<file path="src/rtl/clk_meas_pkg.sv">
// Shared types and constants for the clock period meter.
// FSM state encoding, default parameters and the counter saturation value.
package clk_meas_pkg;

  typedef enum logic [1:0] {
    IDLE    = 2'd0,
    MEASURE = 2'd1,
    STALL   = 2'd2
  } state_t;

  localparam int DEF_CNT_W       = 32;
  localparam int DEF_SYNC_STAGES = 2;
  localparam int DEF_TIMEOUT_CYC = 50_000_000;

  // All-ones value of a w-bit counter, used as the saturation ceiling.
  function automatic logic [63:0] CNT_MAX(input int w);
    return (64'd1 << w) - 64'd1;
  endfunction

endpackage

</file>
<file path="src/rtl/sync_edge_det.sv">
// Multi-flop synchroniser for an asynchronous input with a previous-value
// flop, giving the synchronised level plus single-cycle rise/fall pulses.
module sync_edge_det #(
  parameter int SYNC_STAGES = 2
) (
  input  logic clk,
  input  logic rst,
  input  logic sig,
  output logic sig_s,
  output logic rise_p,
  output logic fall_p
);

  logic [SYNC_STAGES-1:0] sync_q;
  logic                   prev_q;

  always_ff @(posedge clk) begin
    if (rst) begin
      sync_q <= '0;
      prev_q <= 1'b0;
    end else begin
      sync_q <= {sync_q[SYNC_STAGES-2:0], sig};
      prev_q <= sync_q[SYNC_STAGES-1];
    end
  end

  assign sig_s  = sync_q[SYNC_STAGES-1];
  assign rise_p = sig_s & ~prev_q;
  assign fall_p = ~sig_s & prev_q;

endmodule

</file>
<file path="src/rtl/clk_period_meter.sv">
// Measures the period of a slow asynchronous square wave in clk_i cycles,
// with sticky loss-of-signal. Optional high-time measurement: DUTY_MEAS_EN.
module clk_period_meter
  import clk_meas_pkg::*;
#(
  parameter int CNT_W       = DEF_CNT_W,
  parameter int SYNC_STAGES = DEF_SYNC_STAGES,
  parameter int TIMEOUT_CYC = DEF_TIMEOUT_CYC
) (
  input  logic             clk_i,
  input  logic             rst_i,
  input  logic             en_i,
  input  logic             sig_i,
  output logic [CNT_W-1:0] period_o,
  output logic [CNT_W-1:0] high_o,
  output logic             valid_o,
  output logic             timeout_o
);

  localparam logic [CNT_W-1:0] SAT     = CNT_W'(CNT_MAX(CNT_W));
  localparam logic [CNT_W-1:0] TO_LAST = CNT_W'(TIMEOUT_CYC - 1);

  logic sig_s, rise, fall;

  sync_edge_det #(.SYNC_STAGES(SYNC_STAGES)) u_sync (
    .clk    (clk_i),
    .rst    (rst_i),
    .sig    (sig_i),
    .sig_s  (sig_s),
    .rise_p (rise),
    .fall_p (fall)
  );

  // state is left visible by name so checkers can bind to it
  state_t           state, state_n;
  logic [CNT_W-1:0] cnt, cnt_n, cnt_inc;
  logic [CNT_W-1:0] period_q, period_n;
  logic             valid_q, valid_n;
  logic             timeout_q, timeout_n;

  assign cnt_inc = (cnt == SAT) ? SAT : cnt + 1'b1;

  // Priority: en_i low, then rise, then timeout (reset handled in the register).
  always_comb begin
    state_n   = state;
    cnt_n     = cnt;
    period_n  = period_q;
    valid_n   = 1'b0;
    timeout_n = timeout_q;
    if (!en_i) begin
      state_n = IDLE;
      cnt_n   = '0;
    end else begin
      case (state)
        IDLE: begin
          cnt_n = '0;
          if (rise) state_n = MEASURE;
        end
        MEASURE: begin
          if (rise) begin
            period_n = cnt_inc;
            valid_n  = 1'b1;
            cnt_n    = '0;
          end else if (cnt == TO_LAST) begin
            state_n   = STALL;
            timeout_n = 1'b1;
          end else begin
            cnt_n = cnt_inc;
          end
        end
        STALL: begin
          if (rise) begin
            state_n   = MEASURE;
            cnt_n     = '0;
            timeout_n = 1'b0;
          end
        end
        default: state_n = IDLE;
      endcase
    end
  end

  always_ff @(posedge clk_i) begin
    if (rst_i) begin
      state     <= IDLE;
      cnt       <= '0;
      period_q  <= '0;
      valid_q   <= 1'b0;
      timeout_q <= 1'b0;
    end else begin
      state     <= state_n;
      cnt       <= cnt_n;
      period_q  <= period_n;
      valid_q   <= valid_n;
      timeout_q <= timeout_n;
    end
  end

  assign period_o  = period_q;
  assign valid_o   = valid_q;
  assign timeout_o = timeout_q;

`ifdef DUTY_MEAS_EN
  logic [CNT_W-1:0] hcnt, high_lat, high_q;

  // hcnt restarts at 1 on a rise so the rise cycle itself is counted as high.
  always_ff @(posedge clk_i) begin
    if (rst_i) begin
      hcnt     <= '0;
      high_lat <= '0;
      high_q   <= '0;
    end else begin
      if (rise)       hcnt <= {{(CNT_W-1){1'b0}}, 1'b1};
      else if (sig_s) hcnt <= (hcnt == SAT) ? SAT : hcnt + 1'b1;
      if (fall)    high_lat <= hcnt;
      if (valid_n) high_q   <= high_lat;
    end
  end

  assign high_o = high_q;
`else
  logic unused_duty;
  assign unused_duty = sig_s ^ fall;
  assign high_o      = '0;
`endif

endmodule

</file>
<file path="config.mk">
export PLATFORM = sky130hd
export DESIGN_NAME = clk_period_meter
export DESIGN_NICKNAME = d
export VERILOG_FILES = /design/src/rtl/clk_meas_pkg.sv /design/src/rtl/sync_edge_det.sv /design/src/rtl/clk_period_meter.sv
export SDC_FILE = /design/constraint.sdc
export NUM_CORES = 1
export LEC_CHECK = 0
export CELL_PAD_IN_SITES_DETAIL_PLACEMENT = 2
export CELL_PAD_IN_SITES_GLOBAL_PLACEMENT = 2
export CORE_MARGIN = 2
export CORE_UTILIZATION = 31
export DETAILED_ROUTE_END_ITERATION = 6
export PLACE_DENSITY = 0.91
export SLEW_MARGIN = 20
export SYNTH_ARGS = -nofsm -noshare
export SYNTH_HDL_FRONTEND = slang
export SYNTH_SLANG_ARGS = --single-unit
</file>
<file path="constraint.sdc">
create_clock -name clk_i -period 3.7 [get_ports clk_i]
set_input_delay 0.74 -clock clk_i [delete_from_list [all_inputs] [get_ports clk_i]]
set_output_delay 0.74 -clock clk_i [all_outputs]
set_load 0.03 [all_outputs]
</file>
* After elaboration in Yosys (flattened, before gate mapping)
Index checks and enable logic that the tools add are counted.
Operators by class: add/sub/neg operators 1, equal/unequal tests 9, mux-type cells 14, bitwise logic cells 4, reduce and logical (&&, ||, !) cells 10
Operators by type and width (number):
- $mux 32 | 4
- $pmux 32 s3 | 1
- $add 32x1->32 const B | 1
- $eq 32x26->1 const B | 1
- $eq 32x32->1 const B | 1
- $reduce_and 3->1 | 3
- $mux 2 | 3
- $ne 2x2->1 const B | 3
- $reduce_and 5->1 | 1
- $mux 1 | 4
- $pmux 2 s2 | 1
- $reduce_or 2->1 | 2
- $ne 3x3->1 const B | 1
- $not 1->1 | 3
- $reduce_bool 3->1 | 1
- $reduce_or 3->1 | 1
- $eq 2x1->1 const B | 1
- $eq 2x2->1 const B | 1
- $logic_not 2->1 | 1
- $ne 2x1->1 const B | 1
- $pmux 1 s2 | 1
- $reduce_bool 2->1 | 1
- $and 1x1->1 | 1
Storage, ports and cells: flip-flop bits (word level) 71, input port bits 4, output and inout bits 66, word-level logic and storage cells 45

* Logic depth before layout (Yosys ltp)
word-level depth 5, gate-level depth with buffers 8, gate-level depth less buffers 6

* Hierarchy
A second synthesis with hierarchy kept.
Second synthesis, totals: cell total of the unflattened synthesis 487, area, all modules 3895.0 µm²
Modules (own cells, without submodules):
- clk_period_meter | times used 1, cells each 479, area each 3803.6 µm², seq. area each 1361.3 µm²
- sync_edge_det | times used 1, cells each 8, area each 91.3 µm², seq. area each 60.1 µm²

* Least setup slack after synthesis
Ideal clock, no wire load.
path kind register to register, start register cnt[0], end register period_q[0] (netlist: period_o[0]), arrival 2.138 ns, required time 3.612 ns, setup slack 1.474 ns, stages on the path, launching flop included 8, buffers on the path 2, period minus slack after synthesis 2.226 ns, cells stage by stage dfxtp_1 > ha_1 > nand3_2 > or4_4 > or3_1 > buf_6 > buf_12 > a311oi_2
Between the ends: longest elaborated chain between the ends 2, elaborated cells between the ends (all ways) 3, classes of those cells add/sub (1); eq/ne (1); mux (1)
RTL lines:
- start, declared | line clk_period_meter.sv:36 | logic [CNT_W-1:0] cnt, cnt_n, cnt_inc;
- start signal, assigned | line clk_period_meter.sv:92 | cnt <= cnt_n;
- $add 32x1->32 or $eq 32x32->1 (tied branches) | line clk_period_meter.sv:41 | assign cnt_inc = (cnt == SAT) ? SAT : cnt + 1'b1;
- $mux 32 (*) | line clk_period_meter.sv:41
- end signal, assigned | line clk_period_meter.sv:93 | period_q <= period_n;
- end, declared | line clk_period_meter.sv:37 | logic [CNT_W-1:0] period_q, period_n;
Every way passes the cells marked *; elsewhere a longest branch is shown, timed or not. A chain may end at the register's enable or synchronous reset.

* Worst setup path after layout
start register cnt[0], end register period_q[15] (netlist: period_o[15])
The elaborated chain is that of the path after synthesis.

==> metrics.md <==
| Metric | Value |
|---|---|
| Largest cells by area after synthesis | `dfxtp_1 36%, buf_4 6.0%, nor2_1 5.3%` |
| HP Class | `flop to flop` |
| Crit path kind | `flop to flop` |
| Worst EP required | `3.94 ns` |
| Clk Tree Root Cell | `clkbuf_16` |
| Vias post-DR | `3871` |
| Num rows | `41` |
| Initial DRC count | `222` |
| Clock sink count | `71` |
| Die X | `117 um` |
| EDFF count, synth | `0` |
| GRT met3 Usage | `3.83%` |
| Vias/cell | `5.62` |
| Syn. warnings | `0` |
| PD cells | `377 nW/um2` |
| Max Clk Rate | `327 MHz` |
| Switching Fraction | `23.1%` |
| Busiest layer in global routing | `met2` |
| Comb power frac | `4.0%` |
| Clk pin slew, worst setup/hold paths | `0.06 ns` |
| Final Skew | `0.00672 ns` |
| Data arrival, critical path | `3.30 ns` |
| Routed WL | `13.5 mm` |
| Synth cell types | `60` |
| # H-tree levels | `3` |
| Worst-path maximum fanout | `14` |
| Nets | `517` |
| Primary FF master, synth | `dfxtp_1` |
| Fill cell count | `1479` |
| Synthesized flop and latch total | `71` |
| Slew Limit Fails | `0` |
| IO Port Bufs | `37` |
| Met2 usage | `33.7%` |
| Final Cycle Share | `82.7%` |
| Sequential share of the synthesized area | `35.6%` |
| Number of remaining DRC errors | `0` |
| Critical Path End Type | `flop` |
| CTS buffer count | `9` |
| Vias in the first global route | `4143` |
| Sw Pwr | `408 uW` |
| Avg WL per Cell | `19.6 um` |
| Initial antenna violation count | `0` |
| Area added between synthesis and finish | `17.6%` |
| I/O Pins | `70` |
| Gpl congestion | `0.820` |
| CTS tree | `built` |
| Layout cells sized above 1 | `9.67%` |
| Status | `complete, no violations` |
| Unrepaired setup endpoints after global routing | `no` |
| Leakage | `0.00147 uW` |
| Antenna Cells | `0` |
| Hold_buf cts | `0` |
| DRT Pass-1 Iters | `4` |
| Leading area contributor after synthesis | `dfxtp_1` |
| Core Footprint | `12600 um2` |
| Tightest Pin Transition | `0.798 ns` |
| # resized after CTS | `0` |
| Final setup fails | `0` |
| First-pass GRT wire length | `22.1 mm` |
| CP Launch Type | `flop` |
| Crit path time final | `3.06 ns` |
| Longest Clk Path Bufs | `2` |
| ANT nets after route | `0` |
| Rel. slew slack | `46.6%` |
| Synthesized area | `3990 um2` |
| Synthesized instance count | `487` |
| Global Route met1 Usage | `24.7%` |
| Cell Int Power | `1360 uW` |
| Async SR Flop Fraction | `0%` |
| Max-cap violations | `0` |
| Reg power frac | `43.4%` |
| Die Y-Extent | `117 um` |
| Fin. Hold Viols | `0` |
| GRT overflow | `0` |
| Total design power | `1770 uW` |
| Total Neg Setup Slack | `0 ns` |
| Clock Latency Late Sink | `0.34 ns` |
| FF-to-FF setup slack | `0.64 ns` |
| Post-DP HPWL | `9.71 mm` |
| Syn_area_per_cell | `8.20 um2` |
| Share of the synthesized area in the top cell type | `35.6%` |
| Die area | `13800 um2` |
| Post-CTS setup buffers | `0` |
| Maximum VDD drop | `0.000166 V` |
| Initial core utilization | `31.6%` |
| Largest net degree at the start of global routing | `40` |
| Clock Power Share | `52.6%` |
| GRT Total Usage | `20.1%` |
-- flip-flops by register name, summed over array words and instances, names as in the netlist --
| signal | count |
|---|---|
| timeout_o | 1 |
| period_o | 32 |
| valid_o | 1 |
| u_sync.prev_q | 1 |
| u_sync.sync_q | 2 |
| state | 2 |
| cnt | 32 |
-- cell type report --
cell class	instances	area (um2)	area share, %
Clock buffer	9	225	4.80
Multi-Input combinational cell	358	2200	46.8
Timing Repair Buffer	49	460	9.81
Inverter	23	86.3	1.84
Clock inverter	7	87.6	1.87
Tap cell	172	215	4.58
Sequential cell	71	1420	30.3
-- path summary, 6_finish.rpt --
check | start | to | cells past startpoint
setup / recovery | cnt[0] | period_o[15] | 6
hold / removal | u_sync.sync_q[0] | u_sync.sync_q[1] | 1
setup reg to reg | cnt[0] | period_o[15] | 6
hold reg to reg | u_sync.sync_q[0] | u_sync.sync_q[1] | 1
-- power groups by stage --
stage               Sequential [uW]  Clock, uW  Combinational [uW]
floorplan                       787          0                83.1
global placement                785          0                68.8
detailed placement              785          0                70.4
CTS                             769        948                70.5
global route                    768        977                75.5
finish                          769        930                71.2
-- Yosys cell counts, drive strengths merged, types with 2 or more instances --
| library cell | number |
|---|---|
| a211oi | 15 |
| a21oi | 9 |
| a221o | 2 |
| a22o | 3 |
| a311oi | 8 |
| a31oi | 9 |
| and2 | 2 |
| and3 | 9 |
| and4 | 4 |
| buf | 47 |
| clkbuf | 19 |
| dfxtp | 71 |
| inv | 23 |
| nand2 | 26 |
| nand2b | 4 |
| nand3 | 15 |
| nand4 | 20 |
| nor2 | 57 |
| nor2b | 11 |
| nor3 | 23 |
| nor4 | 16 |
| o211ai | 12 |
| o21a | 4 |
| o21ai | 19 |
| o21bai | 2 |
| o221ai | 6 |
| o2bb2ai | 2 |
| o311ai | 14 |
| o41a | 3 |
| or3 | 5 |
| or4 | 9 |
| or4b | 2 |
| xnor2 | 6 |
-- routing by layer --
| metal | up-vias | share of wire, % |
|---|---|---|
| met5 | - | 0 |
| met4 | 0 | 2.6 |
| met3 | 22 | 4.8 |
| met2 | 112 | 49 |
| met1 | 1930 | 44 |
| li1 | 1807 | - |
-- worst max-delay path, stage by stage (launching register included) --
cell      delay, ns
dfxtp_1        0.49
ha_1           0.27
nand3_2        0.28
or4_4          0.63
nor3_4         0.60
nor2_1         0.35
a211oi_1       0.33
-- layout by cell type, fill, tap and decap left out, types with 6 or more instances in the layout --
master           synthesis  routed
a211oi_1                15      15
a21oi_1                  9       9
a311oi_2                 7       7
a31oi_1                  9       9
and3_1                   9       8
buf_4                   32      12
clkbuf_16                0       9
clkdlybuf4s50_1          0      37
conb_1                   1      32
dfxtp_1                 71      71
inv_1                   23      23
nand2_1                 26      26
nand3_1                 13      13
nand4_1                 19      19
nor2_1                  56      56
nor2b_1                 11      11
nor3_1                  22      22
nor4_1                  15      15
o211ai_1                11      11
o21ai_1                 13      13
o221ai_1                 6       6
o311ai_0                14      14
or4_1                    6       6
xnor2_1                  6       6
-- stage by stage --
stage / utilization, % / setup slack, ns / std cells / hold WS (ns) / cell area [um2]
2_1_floorplan: - / 1.47 / 518 / 0.414 / 4110
3_3_place_gp: 34.7 / 0.631 / 673 / 0.423 / 4370
3_5_place_dp: 34.7 / 0.461 / 673 / 0.454 / 4370
4_1_cts: 37.1 / 0.651 / 689 / 0.462 / 4690
5_1_grt: 37.2 / 0.458 / 689 / 0.469 / 4690
6_report: 37.2 / 0.639 / 689 / 0.458 / 4690
-- cells by family (layout without fill, tap and decap cells) --
group           Yosys count  after routing  share of synthesized area (%)
xor+xnor                  7              7                           1.54
buf+inv                  89             88                           12.4
mux                       1              1                          0.251
other cells               1             32                         0.0940
flops                    71             71                           35.6
compound gates          113            113                           22.1
simple gates            204            204                           27.7
fa+ha+maj                 1              1                          0.313
(Power assumes the default switching activity.)
